===== src/rtl/pkt_capture_pkg.sv =====
// Shared widths and FSM state encoding for the packet capture sequencer.
// State values are plain constants so legacy register maps can decode them.
package pkt_capture_pkg;

  localparam int DEF_ADC_WIDTH = 14;
  localparam int DEF_LEN_WIDTH = 16;
  localparam int DEF_NUM_WIDTH = 8;
  localparam int DEF_GAP_WIDTH = 16;

  typedef logic [2:0] state_t;

  localparam state_t ST_IDLE    = 3'd0;
  localparam state_t ST_ARMED   = 3'd1;
  localparam state_t ST_CAPTURE = 3'd2;
  localparam state_t ST_GAP     = 3'd3;
  localparam state_t ST_DRAIN   = 3'd4;
  localparam state_t ST_DONE    = 3'd5;

endpackage


===== src/rtl/pkt_capture_ctrl_if.sv =====
// Sample input strobe and packet output stream of the capture sequencer.
// The master side is the sequencer; the slave side is the ADC and downstream sink.
interface pkt_capture_ctrl_if #(
  parameter int ADC_WIDTH = pkt_capture_pkg::DEF_ADC_WIDTH
) ();

  logic                 s_valid_i;
  logic [ADC_WIDTH-1:0] s_data_i;
  logic [ADC_WIDTH-1:0] m_data_o;
  logic                 m_valid_o;
  logic                 m_last_o;
  logic                 m_ready_i;

  modport master (
    input  s_valid_i,
    input  s_data_i,
    input  m_ready_i,
    output m_data_o,
    output m_valid_o,
    output m_last_o
  );

  modport slave (
    output s_valid_i,
    output s_data_i,
    output m_ready_i,
    input  m_data_o,
    input  m_valid_o,
    input  m_last_o
  );

endinterface


===== src/rtl/pkt_out_reg.sv =====
// Single-entry valid/ready output register carrying a sample and its last flag.
// drained is high when the slot is empty or is being emptied this cycle.
module pkt_out_reg #(
  parameter int DATA_WIDTH = 14
) (
  input  logic                  clk,
  input  logic                  rst,
  input  logic                  accept,
  input  logic                  flush,
  input  logic [DATA_WIDTH-1:0] data_in,
  input  logic                  last_in,
  input  logic                  ready,
  output logic [DATA_WIDTH-1:0] data,
  output logic                  valid,
  output logic                  last,
  output logic                  drained
);

  logic [DATA_WIDTH-1:0] data_r;
  logic                  valid_r;
  logic                  last_r;

  assign data    = data_r;
  assign valid   = valid_r;
  assign last    = last_r;
  assign drained = !valid_r || ready;

  // Slot update: flush beats load, load beats plain drain; data holds while stalled.
  always_ff @(posedge clk) begin
    if (rst) begin
      data_r  <= {DATA_WIDTH{1'b0}};
      valid_r <= 1'b0;
      last_r  <= 1'b0;
    end else if (flush) begin
      valid_r <= 1'b0;
      last_r  <= 1'b0;
    end else if (accept) begin
      data_r  <= data_in;
      last_r  <= last_in;
      valid_r <= 1'b1;
    end else if (valid_r && ready) begin
      valid_r <= 1'b0;
      last_r  <= 1'b0;
    end else begin
      valid_r <= valid_r;
      last_r  <= last_r;
    end
  end

endmodule


===== src/rtl/pkt_capture_ctrl.sv =====
// Packet capture sequencer: arm on start, wait for trigger, frame ADC samples
// into fixed-length packets with an idle gap, and report status upward.
module pkt_capture_ctrl import pkt_capture_pkg::*; #(
  parameter int ADC_WIDTH = DEF_ADC_WIDTH,
  parameter int LEN_WIDTH = DEF_LEN_WIDTH,
  parameter int NUM_WIDTH = DEF_NUM_WIDTH,
  parameter int GAP_WIDTH = DEF_GAP_WIDTH
) (
  input  logic                 clk,
  input  logic                 rst,
  input  logic                 start_i,
  input  logic                 abort_i,
  input  logic                 trig_i,
  input  logic [LEN_WIDTH-1:0] cfg_pkt_len_i,
  input  logic [NUM_WIDTH-1:0] cfg_pkt_num_i,
  input  logic [GAP_WIDTH-1:0] cfg_gap_i,
  pkt_capture_ctrl_if.master   stream,
  output logic                 busy_o,
  output logic                 done_o,
  output logic                 ovf_o,
  output logic [NUM_WIDTH-1:0] pkt_cnt_o
);

  localparam logic [LEN_WIDTH-1:0] LEN_ZERO = {LEN_WIDTH{1'b0}};
  localparam logic [LEN_WIDTH-1:0] LEN_ONE  = {{(LEN_WIDTH-1){1'b0}}, 1'b1};
  localparam logic [NUM_WIDTH-1:0] NUM_ZERO = {NUM_WIDTH{1'b0}};
  localparam logic [NUM_WIDTH-1:0] NUM_ONE  = {{(NUM_WIDTH-1){1'b0}}, 1'b1};
  localparam logic [GAP_WIDTH-1:0] GAP_ZERO = {GAP_WIDTH{1'b0}};
  localparam logic [GAP_WIDTH-1:0] GAP_ONE  = {{(GAP_WIDTH-1){1'b0}}, 1'b1};

  state_t               state_r;
  state_t               state_nxt_s;
  logic [LEN_WIDTH-1:0] len_r;
  logic [NUM_WIDTH-1:0] num_r;
  logic [GAP_WIDTH-1:0] gap_r;
  logic [LEN_WIDTH-1:0] smp_cnt_r;
  logic [GAP_WIDTH-1:0] gap_cnt_r;
  logic [NUM_WIDTH-1:0] pkt_cnt_r;
  logic                 ovf_r;
  logic                 busy_r;
  logic                 done_r;

  logic start_ok_s;
  logic in_capture_s;
  logic drained_s;
  logic accept_s;
  logic drop_s;
  logic last_s;
  logic final_pkt_s;
  logic gap_end_s;

  assign busy_o    = busy_r;
  assign done_o    = done_r;
  assign ovf_o     = ovf_r;
  assign pkt_cnt_o = pkt_cnt_r;

  // Sample acceptance, drop detection and packet/gap boundary decode.
  always_comb begin
    start_ok_s   = start_i && (cfg_pkt_len_i != LEN_ZERO) && (cfg_pkt_num_i != NUM_ZERO);
    in_capture_s = (state_r == ST_CAPTURE) && !abort_i;
    accept_s     = in_capture_s && stream.s_valid_i && drained_s;
    drop_s       = in_capture_s && stream.s_valid_i && !drained_s;
    last_s       = (smp_cnt_r + LEN_ONE) == len_r;
    final_pkt_s  = (pkt_cnt_r + NUM_ONE) == num_r;
    gap_end_s    = gap_cnt_r == (gap_r - GAP_ONE);
  end

  // Next-state selection; abort overrides everything.
  always_comb begin
    state_nxt_s = state_r;
    if (abort_i) begin
      state_nxt_s = ST_IDLE;
    end else begin
      case (state_r)
        ST_IDLE:    state_nxt_s = start_ok_s ? ST_ARMED : ST_IDLE;
        ST_ARMED:   state_nxt_s = trig_i ? ST_CAPTURE : ST_ARMED;
        ST_CAPTURE: begin
          if (accept_s && last_s) begin
            if (final_pkt_s) begin
              state_nxt_s = ST_DRAIN;
            end else if (gap_r != GAP_ZERO) begin
              state_nxt_s = ST_GAP;
            end else begin
              state_nxt_s = ST_ARMED;
            end
          end else begin
            state_nxt_s = ST_CAPTURE;
          end
        end
        ST_GAP:     state_nxt_s = gap_end_s ? ST_ARMED : ST_GAP;
        ST_DRAIN:   state_nxt_s = drained_s ? ST_DONE : ST_DRAIN;
        ST_DONE:    state_nxt_s = ST_IDLE;
        default:    state_nxt_s = ST_IDLE;
      endcase
    end
  end

  // State, latched configuration, counters and registered status flags.
  always_ff @(posedge clk) begin
    if (rst) begin
      state_r   <= ST_IDLE;
      len_r     <= LEN_ZERO;
      num_r     <= NUM_ZERO;
      gap_r     <= GAP_ZERO;
      smp_cnt_r <= LEN_ZERO;
      gap_cnt_r <= GAP_ZERO;
      pkt_cnt_r <= NUM_ZERO;
      ovf_r     <= 1'b0;
      busy_r    <= 1'b0;
      done_r    <= 1'b0;
    end else begin
      state_r <= state_nxt_s;
      busy_r  <= state_nxt_s != ST_IDLE;
      done_r  <= state_nxt_s == ST_DONE;
      if ((state_r == ST_IDLE) && start_ok_s && !abort_i) begin
        len_r     <= cfg_pkt_len_i;
        num_r     <= cfg_pkt_num_i;
        gap_r     <= cfg_gap_i;
        smp_cnt_r <= LEN_ZERO;
        gap_cnt_r <= GAP_ZERO;
        pkt_cnt_r <= NUM_ZERO;
        ovf_r     <= 1'b0;
      end else begin
        if (drop_s) begin
          ovf_r <= 1'b1;
        end
        if (accept_s) begin
          if (last_s) begin
            smp_cnt_r <= LEN_ZERO;
            pkt_cnt_r <= pkt_cnt_r + NUM_ONE;
          end else begin
            smp_cnt_r <= smp_cnt_r + LEN_ONE;
          end
        end
        // The gap counter only runs while idling between packets.
        gap_cnt_r <= (state_r == ST_GAP) ? (gap_cnt_r + GAP_ONE) : GAP_ZERO;
      end
    end
  end

  pkt_out_reg #(
    .DATA_WIDTH (ADC_WIDTH)
  ) u_out_reg (
    .clk     (clk),
    .rst     (rst),
    .accept  (accept_s),
    .flush   (abort_i),
    .data_in (stream.s_data_i),
    .last_in (last_s),
    .ready   (stream.m_ready_i),
    .data    (stream.m_data_o),
    .valid   (stream.m_valid_o),
    .last    (stream.m_last_o),
    .drained (drained_s)
  );

endmodule


===== src/flat_wrapper.sv =====
// flat-port wrapper written by rule: the top's interface ports become plain ports
module pkt_capture_ctrl_flat import pkt_capture_pkg::*;
#(
  parameter int ADC_WIDTH = DEF_ADC_WIDTH,
  parameter int LEN_WIDTH = DEF_LEN_WIDTH,
  parameter int NUM_WIDTH = DEF_NUM_WIDTH,
  parameter int GAP_WIDTH = DEF_GAP_WIDTH
)
  (clk, rst, start_i, abort_i, trig_i, cfg_pkt_len_i, cfg_pkt_num_i, cfg_gap_i, busy_o, done_o, ovf_o, pkt_cnt_o, stream_s_valid_i, stream_s_data_i, stream_m_ready_i, stream_m_data_o, stream_m_valid_o, stream_m_last_o);
  pkt_capture_ctrl_if #(.ADC_WIDTH(ADC_WIDTH)) stream_i ();
  input  logic clk;
  input  logic rst;
  input  logic start_i;
  input  logic abort_i;
  input  logic trig_i;
  input  logic [LEN_WIDTH-1:0] cfg_pkt_len_i;
  input  logic [NUM_WIDTH-1:0] cfg_pkt_num_i;
  input  logic [GAP_WIDTH-1:0] cfg_gap_i;
  output logic busy_o;
  output logic done_o;
  output logic ovf_o;
  output logic [NUM_WIDTH-1:0] pkt_cnt_o;
  input wire logic [$bits(stream_i.s_valid_i)-1:0] stream_s_valid_i;
  input wire logic [$bits(stream_i.s_data_i)-1:0] stream_s_data_i;
  input wire logic [$bits(stream_i.m_ready_i)-1:0] stream_m_ready_i;
  output wire logic [$bits(stream_i.m_data_o)-1:0] stream_m_data_o;
  output wire logic [$bits(stream_i.m_valid_o)-1:0] stream_m_valid_o;
  output wire logic [$bits(stream_i.m_last_o)-1:0] stream_m_last_o;
  assign stream_i.s_valid_i = stream_s_valid_i;
  assign stream_i.s_data_i = stream_s_data_i;
  assign stream_i.m_ready_i = stream_m_ready_i;
  assign stream_m_data_o = stream_i.m_data_o;
  assign stream_m_valid_o = stream_i.m_valid_o;
  assign stream_m_last_o = stream_i.m_last_o;
  pkt_capture_ctrl #(.ADC_WIDTH(ADC_WIDTH), .LEN_WIDTH(LEN_WIDTH), .NUM_WIDTH(NUM_WIDTH), .GAP_WIDTH(GAP_WIDTH)) u_core (.clk(clk), .rst(rst), .start_i(start_i), .abort_i(abort_i), .trig_i(trig_i), .cfg_pkt_len_i(cfg_pkt_len_i), .cfg_pkt_num_i(cfg_pkt_num_i), .cfg_gap_i(cfg_gap_i), .stream(stream_i), .busy_o(busy_o), .done_o(done_o), .ovf_o(ovf_o), .pkt_cnt_o(pkt_cnt_o));
endmodule

===== config.mk =====
export PLATFORM = sky130hd
export DESIGN_NAME = pkt_capture_ctrl_flat
export DESIGN_NICKNAME = d
export VERILOG_FILES = /design/src/rtl/pkt_capture_pkg.sv /design/src/rtl/pkt_capture_ctrl_if.sv /design/src/rtl/pkt_out_reg.sv /design/src/rtl/pkt_capture_ctrl.sv /design/src/flat_wrapper.sv
export SDC_FILE = /design/constraint.sdc
export NUM_CORES = 1
export LEC_CHECK = 0
export ABC_AREA = 1
export CORE_MARGIN = 5
export CORE_UTILIZATION = 55
export DETAILED_ROUTE_END_ITERATION = 8
export PLACE_DENSITY = 0.82
export SLEW_MARGIN = 10
export SYNTH_ARGS = -nofsm -noshare
export SYNTH_HDL_FRONTEND = slang
export SYNTH_SLANG_ARGS = --single-unit

===== constraint.sdc =====
create_clock -name clk -period 5.32 [get_ports clk]
set_clock_uncertainty 0.2 [all_clocks]
set_input_delay 0.798 -clock clk [delete_from_list [all_inputs] [get_ports clk]]
set_output_delay 0.798 -clock clk [all_outputs]
set_load 0.02 [all_outputs]

; Word-level counts from Yosys, hierarchy flattened
; Index checks and enable logic that the tools add are counted.
[word_totals]
elab_cells = 65
inputBits = 61
regBits = 102
out_inout_bits = 27
[op_classes]
reduce_logical = 25
eq_ne = 8
n_bitwise = 2
add_sub_neg = 4
muxes = 13
[op_table]
columns = cell, n
row1 = adder 16 x 1 -> 16 bit (second input constant), 2
row2 = == test 16 bit, 2
row3 = nonzero test 16 bit, 2
row4 = 2-to-1 mux 16 bit, 1
row5 = subtractor 16 x 1 -> 16 bit (second input constant), 1
row6 = case mux 3 bit (5 select lines), 1
row7 = logical AND 1 bit, 10
row8 = 2-to-1 mux 3 bit, 3
row9 = adder 8 x 1 -> 8 bit (second input constant), 1
row10 = == test 8 bit, 1
row11 = nonzero test 8 bit, 1
row12 = == test 3 x 2 -> 1 bit (second input constant), 2
row13 = == test 3 bit (second input constant), 2
row14 = 2-to-1 mux 2 bit, 3
row15 = 2-to-1 mux 1 bit, 5
row16 = AND reduction 2 bit, 2
row17 = OR reduction 2 bit, 2
row18 = == test 3 x 1 -> 1 bit (second input constant), 1
row19 = logical NOT 1 bit, 3
row20 = logical NOT 3 bit, 1
row21 = nonzero test 3 bit, 1
row22 = OR reduction 3 bit, 1
row23 = inverter 1 bit, 2
row24 = nonzero test 2 bit, 1
row25 = logical OR 1 bit, 1

; Logic depth before layout (Yosys ltp)
[depth]
word_depth = 9
mapped_depth = 18
depth_no_buf = 17

; Modules after synthesis
; From an unflattened synthesis, not the netlist that was laid out.
[hier_totals]
cells_unflattened = 900
hier_area_um2 = 5768.0
[by_module_without_submodules]
columns = module, area_per_inst_um2, seq_area_each_um2, cells_each, n_inst
row1 = pkt_capture_ctrl, 5063.6, 1721.7, 795, 1
row2 = pkt_out_reg, 704.4, 320.3, 105, 1

; Worst setup path after synthesis
; Ideal clock, no wire load.
[synth_timing]
path_type = in2reg
start = in cfg_pkt_len_i[8]
end = reg u_core.len_r[10]
setup_slack_ns = 3.016
required_ns = 4.992
path_stages = 8
path_buffers = 2
setup_ns = 0.128
t_arrival_ns = 1.975
path_cell_list = nor4_1 > nand4_1 > nand2_1 > nor2_1 > clkinv_1 > clkbuf_1 > clkbuf_1 > a21oi_1
[synth_via]
elab_chain_len = 5
[synth_lines]
columns = item, line_no
row1 = start: declaration, flat_wrapper.sv:16  ; input logic [LEN_WIDTH-1:0] cfg_pkt_len_i;
row2 = nonzero test 16 bit, pkt_capture_ctrl.sv:59  ; start_ok_s = start_i && (cfg_pkt_len_i != LEN_ZERO) && (cfg_pkt_num_i != NUM_ZERO);
row3 = logical AND 1 bit (2 in a row), pkt_capture_ctrl.sv:59
row4 = logical AND 1 bit (2 in a row), pkt_capture_ctrl.sv:115  ; if ((state_r == ST_IDLE) && start_ok_s && !abort_i) begin
row5 = end signal: assignment, pkt_capture_ctrl.sv:116  ; len_r <= cfg_pkt_len_i;
row6 = end: declaration, pkt_capture_ctrl.sv:33  ; logic [LEN_WIDTH-1:0] len_r;
; Every way passes these cells.
; A chain may end at the register's enable or synchronous reset.

; Worst setup path in the final report
[layout_timing]
start = in cfg_pkt_len_i[1]
end = reg u_core.pkt_cnt_r[6] (netlist: u_core.pkt_cnt_o[6])
[layout_via]
elab_chain_len = 6
[layout_lines]
columns = item, line_no
row1 = nonzero test 16 bit, pkt_capture_ctrl.sv:59
row2 = logical AND 1 bit (2 in a row), pkt_capture_ctrl.sv:59
row3 = logical AND 1 bit (2 in a row), pkt_capture_ctrl.sv:115
row4 = OR reduction 2 bit (no line), n/a
row5 = end signal: assignment, pkt_capture_ctrl.sv:130  ; pkt_cnt_r <= pkt_cnt_r + NUM_ONE;
row6 = end: declaration, pkt_capture_ctrl.sv:38  ; logic [NUM_WIDTH-1:0] pkt_cnt_r;
; Every way passes these cells.

==> results by group <==
Timing
  • Final Critical Period: 3.388 ns
  • RSZ-0062 raised after global routing: false
  • Max Clk Rate: 295.1 MHz
  • Tcrit/Tclk final: 63.69%
  • Final slew viol count: 0
  • Slew margin rel.: 41.84%
  • Slew @ Worst Pin: 0.8714 ns
  • Final setup fails: 0
  • WHS: 0.2759 ns
  • Hold Violations, Final: 0
  • Post-route setup TNS: 0 ns

Floorplan
  • Die X: 109.2 um
  • Num rows: 36
  • Core area: 9684 sq um
  • Area of the die: 11,930 sq um
  • Ports: 88
  • Initial Util: 55.89%
  • Die Y: 109.2 um

Clocking
  • CTS tree: built
  • Clk sink count: 102
  • Hold buffers post-CTS: 0
  • H-tree depth: 3
  • Setup repair bufs after CTS: 0
  • Clock tree buffer depth: 2
  • CTS buffer count: 9
  • CTS clk-pin slew, worst paths: 0.08 ns
  • Clk_lat worst skew: 0.38 ns
  • Post-CTS resize count: 0
  • Clk root buf: clkbuf_8

Finish
  • Layout Nets: 983
  • Post-layout instance count excluding filler cells: 1,055
  • Commonest non-fill, non-tap cell in the layout: nand2_1
  • Layout cells sized above 1: 5.206%
  • Antenna fix cells: 0
  • Core Util, Final: 68.14%
  • Area growth syn-to-layout: 21.91%
  • Most frequent cells in the layout: nand2_1, nor2_1, dfxtp_1

Logic synthesis
  • Ys Warns: 0
  • Register area share after synthesis: 37.73%
  • Mapped Cells: 841
  • Syn avg cell area: 6.436 sq um
  • Cell taking the most area after synthesis: dfxtp_1
  • Synthesized Nets: 906
  • Mapped Area: 5413 sq um
  • Share of the synthesized area in the top cell type: 37.73%
  • Ranking of synthesized cells by area: dfxtp_1, nand2_1, nor2_1
  • Number of synthesized register bits: 102
  • Yosys cell types: 36

Drt
  • Routed wire per std cell: 13.55 um
  • Final ANT Viol Nets: 0
  • Routed via count: 5,605
  • DR pass1 iterations: 6
  • Final WL: 14.30 mm
  • Vias/cell: 5.313
  • Initial DRC Count: 452
  • Post-route DRC: 0

Power
  • Max VDD drop: 0.1372 mV
  • Pwr/cell area: 238.8 nW/um^2
  • Static Leak: 2.674 nW
  • Final Total Pwr: 1.576 mW

Setup path
  • Number of buffer and inverter stages on the critical path: 3
  • Max FO, Critical Path: 19
  • CP delay by family, top: simple AND/OR/NAND/NOR gates
  • CP cell instances: clkdlybuf4s50_1 -> nor4_1 -> nand4_1 -> nand2_1 -> nor2_1 -> clkinv_1 -> nand2_1 -> inv_1 -> o21ai_0 -> nor2_1
  • R2R setup slack: 2.34 ns
  • Slowest stage delay, CP: 0.55 ns
  • Critical Path End Type: flop
  • Worst path slowest cell: clkdlybuf4s50_1
  • Critical path data required time: 5.38 ns
  • Critical Path Start Type: primary input
  • Arrival time at the worst endpoint: 3.45 ns
  • Critical path class: primary input to flop

Placed design
  • GP Congestion: 0.9406
  • Placed Cells: 1,040
  • IO Port Bufs: 87
  • Detailed Place HPWL: 10.94 mm

GRT
  • Total track usage: 24.32%
  • Vias in the first global route: 5,194
  • Global-route wire length before repair: 23.32 mm
  • Total global routing overflow: 0
  • Largest net degree at the start of global routing: 70
  • Initial antenna violation count: 0

Flow run
  • Max-cap violations: 0

Outcome
  • Status: finished, final reports clean

Hold path
  • Hold/Removal Path Class: flop to flop
==> final timing paths <==
| path | startpoint | to | cells after the start |
|---|---|---|---|
| max | cfg_pkt_len_i[1] | u_core.pkt_cnt_o[6]$_SDFFE_PP0P_ | 10 |
| min | u_core.num_r[7]$_SDFFE_PP0P_ | u_core.num_r[7]$_SDFFE_PP0P_ | 2 |
| max reg2reg | u_core.state_r[0]$_SDFF_PP0_ | u_core.pkt_cnt_o[6]$_SDFFE_PP0P_ | 10 |
| min reg2reg | u_core.num_r[7]$_SDFFE_PP0P_ | u_core.num_r[7]$_SDFFE_PP0P_ | 2 |
==> sequential cells by signal, indices dropped and copies added (netlist names) <==
| signal | flops |
|---|---|
| u_core.smp_cnt_r | 16 |
| u_core.done_o | 1 |
| u_core.gap_cnt_r | 16 |
| u_core.num_r | 8 |
| u_core.busy_o | 1 |
| u_core.u_out_reg.valid | 1 |
| u_core.state_r | 3 |
| u_core.pkt_cnt_o | 8 |
| u_core.u_out_reg.data | 14 |
| u_core.len_r | 16 |
| u_core.gap_r | 16 |
| u_core.u_out_reg.last | 1 |
| u_core.ovf_o | 1 |
==> report_power, final <==
| part | internal [mW] | switching, mW |
|---|---|---|
| clock | 0.288 | 0.259 |
| sequential | 0.787 | 0.0172 |
| combinational | 0.0979 | 0.126 |
| total | 1.17 | 0.402 |
==> metrics by stage <==
stage,cell area (sq um),worst slack [ns]
after CTS,6599,1.997
after global routing,6599,1.777
final,6599,1.932
after detailed placement,6376,1.631
after floorplan,5413,3.016
after global placement,6376,1.748
==> cell type report <==
cell class / instances / area, sq um
clock inverters: 3 / 67.56
fillers: 873 / 3085
flip-flops and latches: 102 / 2042
repair buffers: 91 / 900.9
clock buffers: 12 / 155.1
inverters: 97 / 365.4
well taps: 133 / 166.4
multi-input cells: 617 / 2902
==> worst min-delay path, stage by stage, from the launching register on <==
cell and delay, ns:
dfxtp_1 0.32, inv_1 0.06, a21oi_1 0.05
==> per-layer routing <==
layer	up-vias	share of wire, %	track usage (%)
li1	2859	-	-
met1	2552	43	29.23
met2	160	49	43.86
met3	34	5.7	4.440
met4	0	2.5	7.569
met5	-	0	0
==> Yosys cell counts (all sizes together) <==
| cell | number |
|---|---|
| nand2 | 207 |
| nor2 | 139 |
| dfxtp | 102 |
| inv | 95 |
| nand3 | 71 |
| o21ai | 68 |
| a21oi | 61 |
| clkbuf | 20 |
| nand4 | 15 |
| nor3 | 11 |
| xor2 | 9 |
| nor4 | 8 |
| xnor2 | 8 |
| buf | 5 |
| nor3b | 5 |
| ha | 4 |
| nand3b | 3 |
| or2 | 3 |
| a211oi | 2 |
| clkinv | 2 |
| a31oi | 1 |
| and3 | 1 |
| o21bai | 1 |
==> logic make-up (layout without fill, tap and decap cells) <==
kind of cell / Yosys count / count (layout) / synth area share, %
adder cells (fa/ha/maj): 4 / 4 / 0.9247
flip-flops: 102 / 102 / 37.73
AO/OA/AOI/OAI: 133 / 133 / 12.81
buffers and inverters: 122 / 203 / 8.668
AND/OR/NAND/NOR: 463 / 463 / 37.12
XOR/XNOR: 17 / 17 / 2.751
Power figures use the tool's default switching activity.
